[config.mk]
export PLATFORM = sky130hd
export DESIGN_NAME = if_stage_brpred
export DESIGN_NICKNAME = d
export VERILOG_FILES = /design/src/rtl/if_stage_brpred.sv
export SDC_FILE = /design/constraint.sdc
export NUM_CORES = 1
export LEC_CHECK = 0
export ABC_AREA = 1
export CAP_MARGIN = 20
export CORE_ASPECT_RATIO = 1.25
export CORE_MARGIN = 4
export CORE_UTILIZATION = 43
export DETAILED_ROUTE_END_ITERATION = 6
export HOLD_SLACK_MARGIN = 0.12
export PLACE_DENSITY = 0.84
export SYNTH_ARGS = -nofsm -noshare
export SYNTH_HDL_FRONTEND = slang
export SYNTH_SLANG_ARGS = --single-unit
export TNS_END_PERCENT = 20
[constraint.sdc]
create_clock -name clk -period 3.2 [get_ports clk]
set_input_delay 0.8 -clock clk [delete_from_list [all_inputs] [get_ports clk]]
set_output_delay 0.8 -clock clk [all_outputs]
set_load 0.03 [all_outputs]
[src/rtl/if_stage_brpred.sv]
// ---------------------------------------------------------------------------
// if_stage_brpred
//   Instruction-fetch stage with a small branch-history table (BHT) of 2-bit
//   saturating counters. It predicts beq/bne, redirects on mispredicts and
//   jumps from ID, and holds a redirect that arrives while the I-cache stalls.
//
// Ports
//   clk, rst                   clock, synchronous active-high reset
//   stall_i                    load-use stall (PC holds)
//   icache_stall_i             instruction memory not ready (PC holds)
//   instruction_i[31:0]        fetched word at PC_o
//   br_valid_i                 ID resolved a conditional branch this cycle
//   br_taken_i                 resolved outcome
//   br_mispredict_i            resolved outcome differs from its prediction
//   br_target_i[31:0]          resolved taken target
//   br_pc4_i[31:0]             PC+4 of the resolved branch
//   jump_i, jump_target_i      unconditional redirect from ID
//   PC_o, incremented_PC_o     fetch address and fetch address + 4
//   BrPre_o, PCbranch_o        predicted-taken flag and predicted target
//   flush_o                    kill the wrong-path word in IF/ID
//   br_cnt_o, miss_cnt_o       saturating resolved / mispredicted counters
//
// Handshake: there is no valid/ready pair. The stage fetches every cycle;
// stall_i and icache_stall_i are hold requests that freeze PC_o. A redirect
// is a single-cycle request. If it lands during icache_stall_i it is kept in
// a one-entry pending register until the first edge without icache_stall_i.
// ---------------------------------------------------------------------------
module if_stage_brpred #(
  parameter int IDX_BITS = 2
) (
  input  logic        clk,
  input  logic        rst,
  input  logic        stall_i,
  input  logic        icache_stall_i,
  input  logic [31:0] instruction_i,
  input  logic        br_valid_i,
  input  logic        br_taken_i,
  input  logic        br_mispredict_i,
  input  logic [31:0] br_target_i,
  input  logic [31:0] br_pc4_i,
  input  logic        jump_i,
  input  logic [31:0] jump_target_i,
  output logic [31:0] PC_o,
  output logic [31:0] incremented_PC_o,
  output logic        BrPre_o,
  output logic [31:0] PCbranch_o,
  output logic        flush_o,
  output logic [15:0] br_cnt_o,
  output logic [15:0] miss_cnt_o
);

  localparam int ENTRIES = 1 << IDX_BITS;

  logic [31:0]         pc_q, pc_d;
  logic [1:0]          bht_q [ENTRIES];
  logic [1:0]          bht_d [ENTRIES];
  logic                pend_valid_q, pend_valid_d;
  logic [31:0]         pend_target_q, pend_target_d;
  logic [15:0]         br_cnt_q, br_cnt_d;
  logic [15:0]         miss_cnt_q, miss_cnt_d;

  logic                is_br;
  logic [31:0]         imm_ext;
  logic [31:0]         pc_plus4;
  logic [31:0]         pc_branch;
  logic [IDX_BITS-1:0] lookup_idx;
  logic [IDX_BITS-1:0] upd_idx;
  logic                br_pre;
  logic                mispred;
  logic                redir_req;
  logic [31:0]         redir_target;

  // Only the opcode and immediate fields of the fetched word matter here.
  logic unused_instr_bits;
  assign unused_instr_bits = ^instruction_i[25:16];

  // Predecode and predicted target.
  always_comb begin
    is_br      = (instruction_i[31:26] == 6'b000100) ||
                 (instruction_i[31:26] == 6'b000101);
    imm_ext    = {{14{instruction_i[15]}}, instruction_i[15:0], 2'b00};
    pc_plus4   = pc_q + 32'd4;
    pc_branch  = pc_plus4 + imm_ext;
    lookup_idx = pc_q[IDX_BITS+1:2];
    // (br_pc4_i - 4)[IDX_BITS+1:2] equals the index field of br_pc4_i minus
    // one, modulo the table size; subtracting 4 never touches bits [1:0].
    upd_idx    = br_pc4_i[IDX_BITS+1:2] - {{(IDX_BITS-1){1'b0}}, 1'b1};
    // Lookup reads the registered table, so a same-cycle update to the same
    // entry is not visible until the next cycle.
    br_pre     = is_br & bht_q[lookup_idx][1];
  end

  // Redirect request; a mispredict outranks a jump in the same cycle.
  always_comb begin
    mispred   = br_valid_i & br_mispredict_i;
    redir_req = mispred | jump_i;
    if (mispred) begin
      redir_target = br_taken_i ? br_target_i : br_pc4_i;
    end else begin
      redir_target = jump_target_i;
    end
  end

  // Next PC.
  always_comb begin
    pc_d = pc_plus4;
    if (pend_valid_q && !icache_stall_i) begin
      pc_d = pend_target_q;
    end else if (redir_req && !icache_stall_i) begin
      pc_d = redir_target;
    end else if (stall_i || icache_stall_i) begin
      pc_d = pc_q;
    end else if (br_pre) begin
      pc_d = pc_branch;
    end
  end

  // Pending redirect: captured while the I-cache stalls, newest wins,
  // consumed on the first edge the I-cache is ready.
  always_comb begin
    pend_valid_d  = pend_valid_q;
    pend_target_d = pend_target_q;
    if (icache_stall_i) begin
      if (redir_req) begin
        pend_valid_d  = 1'b1;
        pend_target_d = redir_target;
      end
    end else begin
      pend_valid_d = 1'b0;
    end
  end

  // BHT update.
  always_comb begin
    for (int i = 0; i < ENTRIES; i++) begin
      bht_d[i] = bht_q[i];
    end
    if (br_valid_i) begin
      if (br_taken_i) begin
        if (bht_q[upd_idx] != 2'b11) bht_d[upd_idx] = bht_q[upd_idx] + 2'b01;
      end else begin
        if (bht_q[upd_idx] != 2'b00) bht_d[upd_idx] = bht_q[upd_idx] - 2'b01;
      end
    end
  end

  // Saturating statistics counters.
  always_comb begin
    br_cnt_d   = br_cnt_q;
    miss_cnt_d = miss_cnt_q;
    if (br_valid_i && (br_cnt_q != 16'hFFFF)) begin
      br_cnt_d = br_cnt_q + 16'd1;
    end
    if (mispred && (miss_cnt_q != 16'hFFFF)) begin
      miss_cnt_d = miss_cnt_q + 16'd1;
    end
  end

  always_ff @(posedge clk) begin
    if (rst) begin
      pc_q          <= 32'd0;
      pend_valid_q  <= 1'b0;
      pend_target_q <= 32'd0;
      br_cnt_q      <= 16'd0;
      miss_cnt_q    <= 16'd0;
      for (int i = 0; i < ENTRIES; i++) begin
        bht_q[i] <= 2'b01;
      end
    end else begin
      pc_q          <= pc_d;
      pend_valid_q  <= pend_valid_d;
      pend_target_q <= pend_target_d;
      br_cnt_q      <= br_cnt_d;
      miss_cnt_q    <= miss_cnt_d;
      for (int i = 0; i < ENTRIES; i++) begin
        bht_q[i] <= bht_d[i];
      end
    end
  end

  assign PC_o             = pc_q;
  assign incremented_PC_o = pc_plus4;
  assign BrPre_o          = br_pre;
  assign PCbranch_o       = pc_branch;
  assign flush_o          = redir_req | pend_valid_q;
  assign br_cnt_o         = br_cnt_q;
  assign miss_cnt_o       = miss_cnt_q;

endmodule

Yosys cells after proc, flatten, opt, wreduce, memory -nomap -nowiden
Memories as Yosys holds them, arrays and structs flattened. A register that Yosys moved wholly into a read port is not among the register bits.
Index checks and enable logic that the tools add are counted.
{"block": "word_totals", "register_bits": 97, "mem_bits_rw": 8, "input_bits": 136, "output_inout_bits": 130, "elab_cells": 65, "n_memories": 1}
{"block": "op_classes", "n_addsub": 7, "magnitude_cmp": 2, "eq_ne": 6, "mux": 23, "bitwise": 10, "reduce_logical": 11}
{"memory": "bht_q", "words": 4, "width": 2, "rd": 6, "rd_ports_with_merged_regs": 1, "wr": 4, "line_no": "55", "rtl": "logic [1:0] bht_q [ENTRIES];"}
{"cell": "32-bit two-way mux", "n": 6}
{"cell": "16-bit by 1-bit adder with 16-bit output (second input constant)", "n": 2}
{"cell": "32-bit by 3-bit adder with 32-bit output (second input constant)", "n": 1}
{"cell": "32-bit adder", "n": 1}
{"cell": "8-bit two-way mux", "n": 4}
{"cell": "16-bit inequality test (second input constant)", "n": 2}
{"cell": "8-bit bitwise mux", "n": 2}
{"cell": "2-bit two-way mux", "n": 7}
{"cell": "6-bit by 3-bit == test with 1-bit output (second input constant)", "n": 2}
{"cell": "1-bit OR", "n": 6}
{"cell": "1-bit logical AND", "n": 5}
{"cell": "2-bit demux with 2-bit select", "n": 1}
{"cell": "2-bit by 1-bit subtractor with 2-bit output (second input constant)", "n": 2}
{"cell": "3-bit >= comparator (second input constant)", "n": 1}
{"cell": "3-bit by 1-bit < comparator with 1-bit output (second input constant)", "n": 1}
{"cell": "1-bit two-way mux", "n": 3}
{"cell": "3-bit inequality test (second input constant)", "n": 1}
{"cell": "2-bit NOT with 3-bit output", "n": 1}
{"cell": "2-bit by 1-bit adder with 2-bit output (second input constant)", "n": 1}
{"cell": "1-bit bitwise AND", "n": 2}
{"cell": "1-bit logical OR", "n": 2}
{"cell": "2-bit inequality test (second input constant)", "n": 1}
{"cell": "2-bit AND reduction", "n": 1}
{"cell": "2-bit nonzero test", "n": 1}
{"cell": "other kinds (3)", "n": 3}

Logic depth before layout (Yosys ltp)
{"block": "depth", "ltp_word": 11, "depth_mapped": 24, "mapped_depth_nobuf": 24}

Least setup slack after synthesis
Ideal clock, no wire load.
{"block": "synth_path", "kind": "reg-to-output", "start": "reg pc_q[2], in the netlist PC_o[2]", "end": "out PCbranch_o[24]", "arrival_time_ns": 3.408, "required_time_ns": 2.400, "path_slack_ns": -1.008, "path_stages_with_launch": 15, "n_path_buf": 0, "path_cell_list": "dfxtp_1 inv_1 nor2_4 nand2_2 nor2_2 xor2_1 ha_1 a21oi_1 a21boi_0 o21ai_0 nand2_1 nand3_1 nand2_1 inv_1 nor2_1"}
{"block": "synth_via", "elab_chain_len": 2}
{"element": "start, declared", "line_no": "54", "rtl": "logic [31:0] pc_q, pc_d;"}
{"element": "start signal, assigned", "line_no": "170", "rtl": "pc_q <= pc_d;"}
{"element": "32-bit by 3-bit adder with 32-bit output", "line_no": "82", "rtl": "pc_plus4 = pc_q + 32'd4;"}
{"element": "named net incremented_PC_o[2]", "line_no": "44", "rtl": "output logic [31:0] incremented_PC_o,"}
{"element": "32-bit adder", "line_no": "83", "rtl": "pc_branch = pc_plus4 + imm_ext;"}
{"element": "end, declared", "line_no": "46", "rtl": "output logic [31:0] PCbranch_o,"}
The timed path passes the listed nets, and every way through them passes these cells.

Worst setup path in the final report
{"block": "layout_path", "start": "reg pc_q[5], in the netlist PC_o[5]", "end": "out PCbranch_o[22]"}
{"block": "layout_via", "elab_chain_len": 2}
{"element": "32-bit by 3-bit adder with 32-bit output", "line_no": "82"}
{"element": "32-bit adder", "line_no": "83"}
No other way between the ends.

==> summary by stage <==
Logic synthesis
Dividing the synthesized area by the synthesized cell count gives 6.272 sq um. The post-synthesis instance total is between 1000 and 1500. Counting distinct cell types in the post-synthesis netlist gives 44. The total of flip-flops plus latches after synthesis is 107.

The yosys synthesis warning count is 0. The cell area after synthesis is approximately 8300 sq um. The sequential-to-total area share from yosys stat is 0.2583. The net count after synthesis is about 1500.

STA
Headroom to the max-slew limit came out at 0.4826. The hold violation total from the final report came to 0. Setup violations remaining at the end of the flow were counted as 48. For the pin with the worst max-slew slack, the measured transition is ~0.78 ns. Setup repair after global routing could not meet its margin everywhere.

The share of the clock period used by the worst path is 1.354. The worst clock skew on the final layout is ~0.014 ns. The setup slack after layout is -1.132 ns.

The final critical delay including setup and external delays is between 4 and 5 ns. The total count of max-transition violations in the final report is 0. Based on the critical path, the design can be clocked at up to roughly 230 MHz. In the final timing run, aggregate negative setup slack is -24.56 ns.

Final layout
The relative area change from synthesis to final layout is 84.56%. The net total in the final layout is 1983. Of the cells placed in the final design, the portion with a size suffix greater than 1 is 0.3682.

Leaving out fill and tap cells, the most frequent cell in the layout is buf_4. Once layout is done, the placed cells without fillers occupy approximately 15000 sq um. The antenna diode count is 0. Leaving out fill and tap cells, the most frequent cells in the layout are 270 x buf_4, 214 x nand2_1, 198 x clkdlybuf4s50_1. Measured on the finished design, the core utilization comes to 0.8119.

Critical path
The maximum net fanout on the critical path is 4. Data on the critical path arrives at its endpoint at between 3 and 4 ns. The kind of start point of the critical path is a flop. The critical path in this run is classified as flop to output port. The worst setup path startpoint is PC_o[5]$_SDFFE_PP0N_. The required arrival time at the worst endpoint is around 2.4 ns.

The startpoint of the worst register-to-register path is PC_o[13]$_SDFFE_PP0N_. The endpoint class of the critical path is an output port.

Power and ir drop
For this design the static power due to leakage is between 0.006 and 0.007 uW. The total power density per cell area is 361.3 nW/um^2. The final total power is roughly 5500 uW.

VDD sags by at most roughly 0.25 mV.

Floorplanning
The number of rows created at floorplan is 56. The die area is 21580 sq um. The top-level port count is between 200 and 300. The area of the core is between 15000 and 20000 sq um. The die width is roughly 130 microns. The die is approximately 160 microns tall. The effective utilization at floorplan is 0.4399.

Detailed routing
The pre-antenna-repair detailed-routing pass consisted of 7 iterations. The count of unresolved DRC violations after routing is 1. The routed design has around 44000 microns of wire. The count of nets left with antenna violations once routing finished came out at 0.

Dividing the detail-routed via count by the number of cells gives between 6 and 7. The first routing iteration left about 1500 violations. In the final routed layout, each cell accounts on average for 21.41 microns. The detailed-route via count is ~12000.

GRT
In the global route stage, met3 resource usage came out at 0.05237. The initial antenna violation count was 0. In the global route stage, met1 resource usage came out at 0.3450.

The overall fraction of global-route tracks in use is 0.3178. The first global-routing pass estimated about 56000 microns of wire. The met2 demand-to-capacity share in global routing is 0.5929. Global routing finished with a remaining overflow of 0. Entering global routing, the biggest net connects between 60 and 70 pins. The global routing stage identified its most utilized layer as met2.

The number of global-route vias before repair came to 11240.

Place
The instance area after placement is roughly 13000 sq um. The count of buffers added on input and output ports is around 250. The routability congestion estimate from global placement is 0.9890. The pre-CTS setup slack is -0.5913 ns. The detailed placement HPWL is 25780 microns.

Run
The number of max-capacitance violations reported is 0.

Clock network
The CTS tree is built. The post-cts hold buffer count is 0. The number of sinks on the clock net is ~110. After clock tree synthesis, the clock-pin slew on the worst setup and hold paths is 0.09 ns. In this run, CTS created clock tree buffers numbering 9. The H-tree was split into 3 levels. The tree is rooted in a clkbuf_16.

The maximum count of clock buffers along a single path is 2. The clock latency reported for the late side of the worst-skew pair is roughly 0.35 ns.

Hold path
The kind of path behind the tightest hold check is flop to flop. The startpoint identified for the worst hold timing path is bht_q[1][1]$_SDFFE_PP0P_.

Outcome
The run finished, with violations left. The checks that failed: design-rule violations, negative setup slack.
critical path, cell delays in order, from the launching register on:
cell and delay (ns):
dfxtp_4 0.39, nand2_1 0.10, nor2_2 0.15, nand2_2 0.10, nor2_4 0.16, and3_4 0.24
buf_6 0.14, xnor2_4 0.16, inv_2 0.13, ha_4 0.36, nand2_4 0.11, o21ai_4 0.18
nand2_1 0.18, nand2_1 0.19, inv_1 0.08, nand2_2 0.11, xor2_4 0.23, buf_12 0.15
through the flow:
stage,hold slack (ns),instances
floorplan,0.4372,1322
global placement,0.4490,1973
detailed placement,0.4572,1973
CTS,0.4703,2017
global route,0.4843,2038
finish,0.4706,2038
layer usage:
layer | share of wire | vias up
met2 | 0.48 | 956
li1 | - | 5344
met4 | 0.085 | 0
met3 | 0.094 | 323
met1 | 0.34 | 5638
met5 | 0 | -
logic make-up after synthesis:
group                    share of synthesized area
adder cells (fa/ha/maj)                    0.07032
flip-flops                                  0.2583
XOR/XNOR                                   0.04648
AND/OR/NAND/NOR                             0.2971
AO/OA/AOI/OAI                               0.2331
buffers and inverters                      0.09461
cell type report:
cell class	count	area, sq um
repair buffers	521	4741
fillers	1105	3545
flip-flops and latches	107	2206
well taps	232	290.3
inverters	148	568.0
clock inverters	7	71.32
clock buffers	9	225.2
multi-input cells	1014	7202
flip-flops by register name, summed over array words and instances (netlist names), named ones only:
| signal | count |
|---|---|
| br_cnt_o | 16 |
| bht_q | 4 |
| miss_cnt_o | 16 |
| PC_o | 32 |
| pend_valid_q | 1 |
| pend_target_q | 32 |
final timing paths:
path / to / slack [ns] / depth (start not counted)
setup / recovery: PCbranch_o[22] / -1.13 / 17
setup reg to reg: PC_o[31]$_SDFFE_PP0N_ / -0.47 / 23
hold / removal: bht_q[1][1]$_SDFFE_PP0P_ / 0.47 / 2
hold reg to reg: bht_q[1][1]$_SDFFE_PP0P_ / 0.47 / 2
synth_stat cells (all sizes together):
cell type,number,area (sq um)
a31oi,2,12.51
a211oi,29,217.7
nor3,23,115.1
a21oi,141,716.9
xor2,35,306.5
o21a,3,22.52
o21bai,7,52.55
a21boi,1,7.510
clkbuf,36,135.1
fa,1,20.02
dfxtp,107,2142
nor2,144,589.3
xnor2,9,78.83
a32oi,2,17.52
o2111ai,1,8.760
ha,45,563.0
o211ai,8,60.06
o21ai,152,764.5
a21o,2,15.01
clkinv,1,3.750
o221a,1,11.26
a221oi,3,26.28
nand3,82,430.4
and3,4,30.03
buf,17,93.84
nand2,297,1142
inv,147,551.8
nor3b,3,22.52
nor4,6,37.54
nand4,13,96.34
timing repair:
action                                 CTS  global route
resized for setup                      173           158
buffers inserted                        28            21
endpoints found under the hold margin    0             0
setup endpoints to repair               50            55
cloned                                   0             0
pin swaps                               58            67
where the power goes:
part	internal [uW]	switching (uW)
clock	551	557
sequential	1410	79.1
combinational	1300	1630
Power figures use the tool's default switching activity.
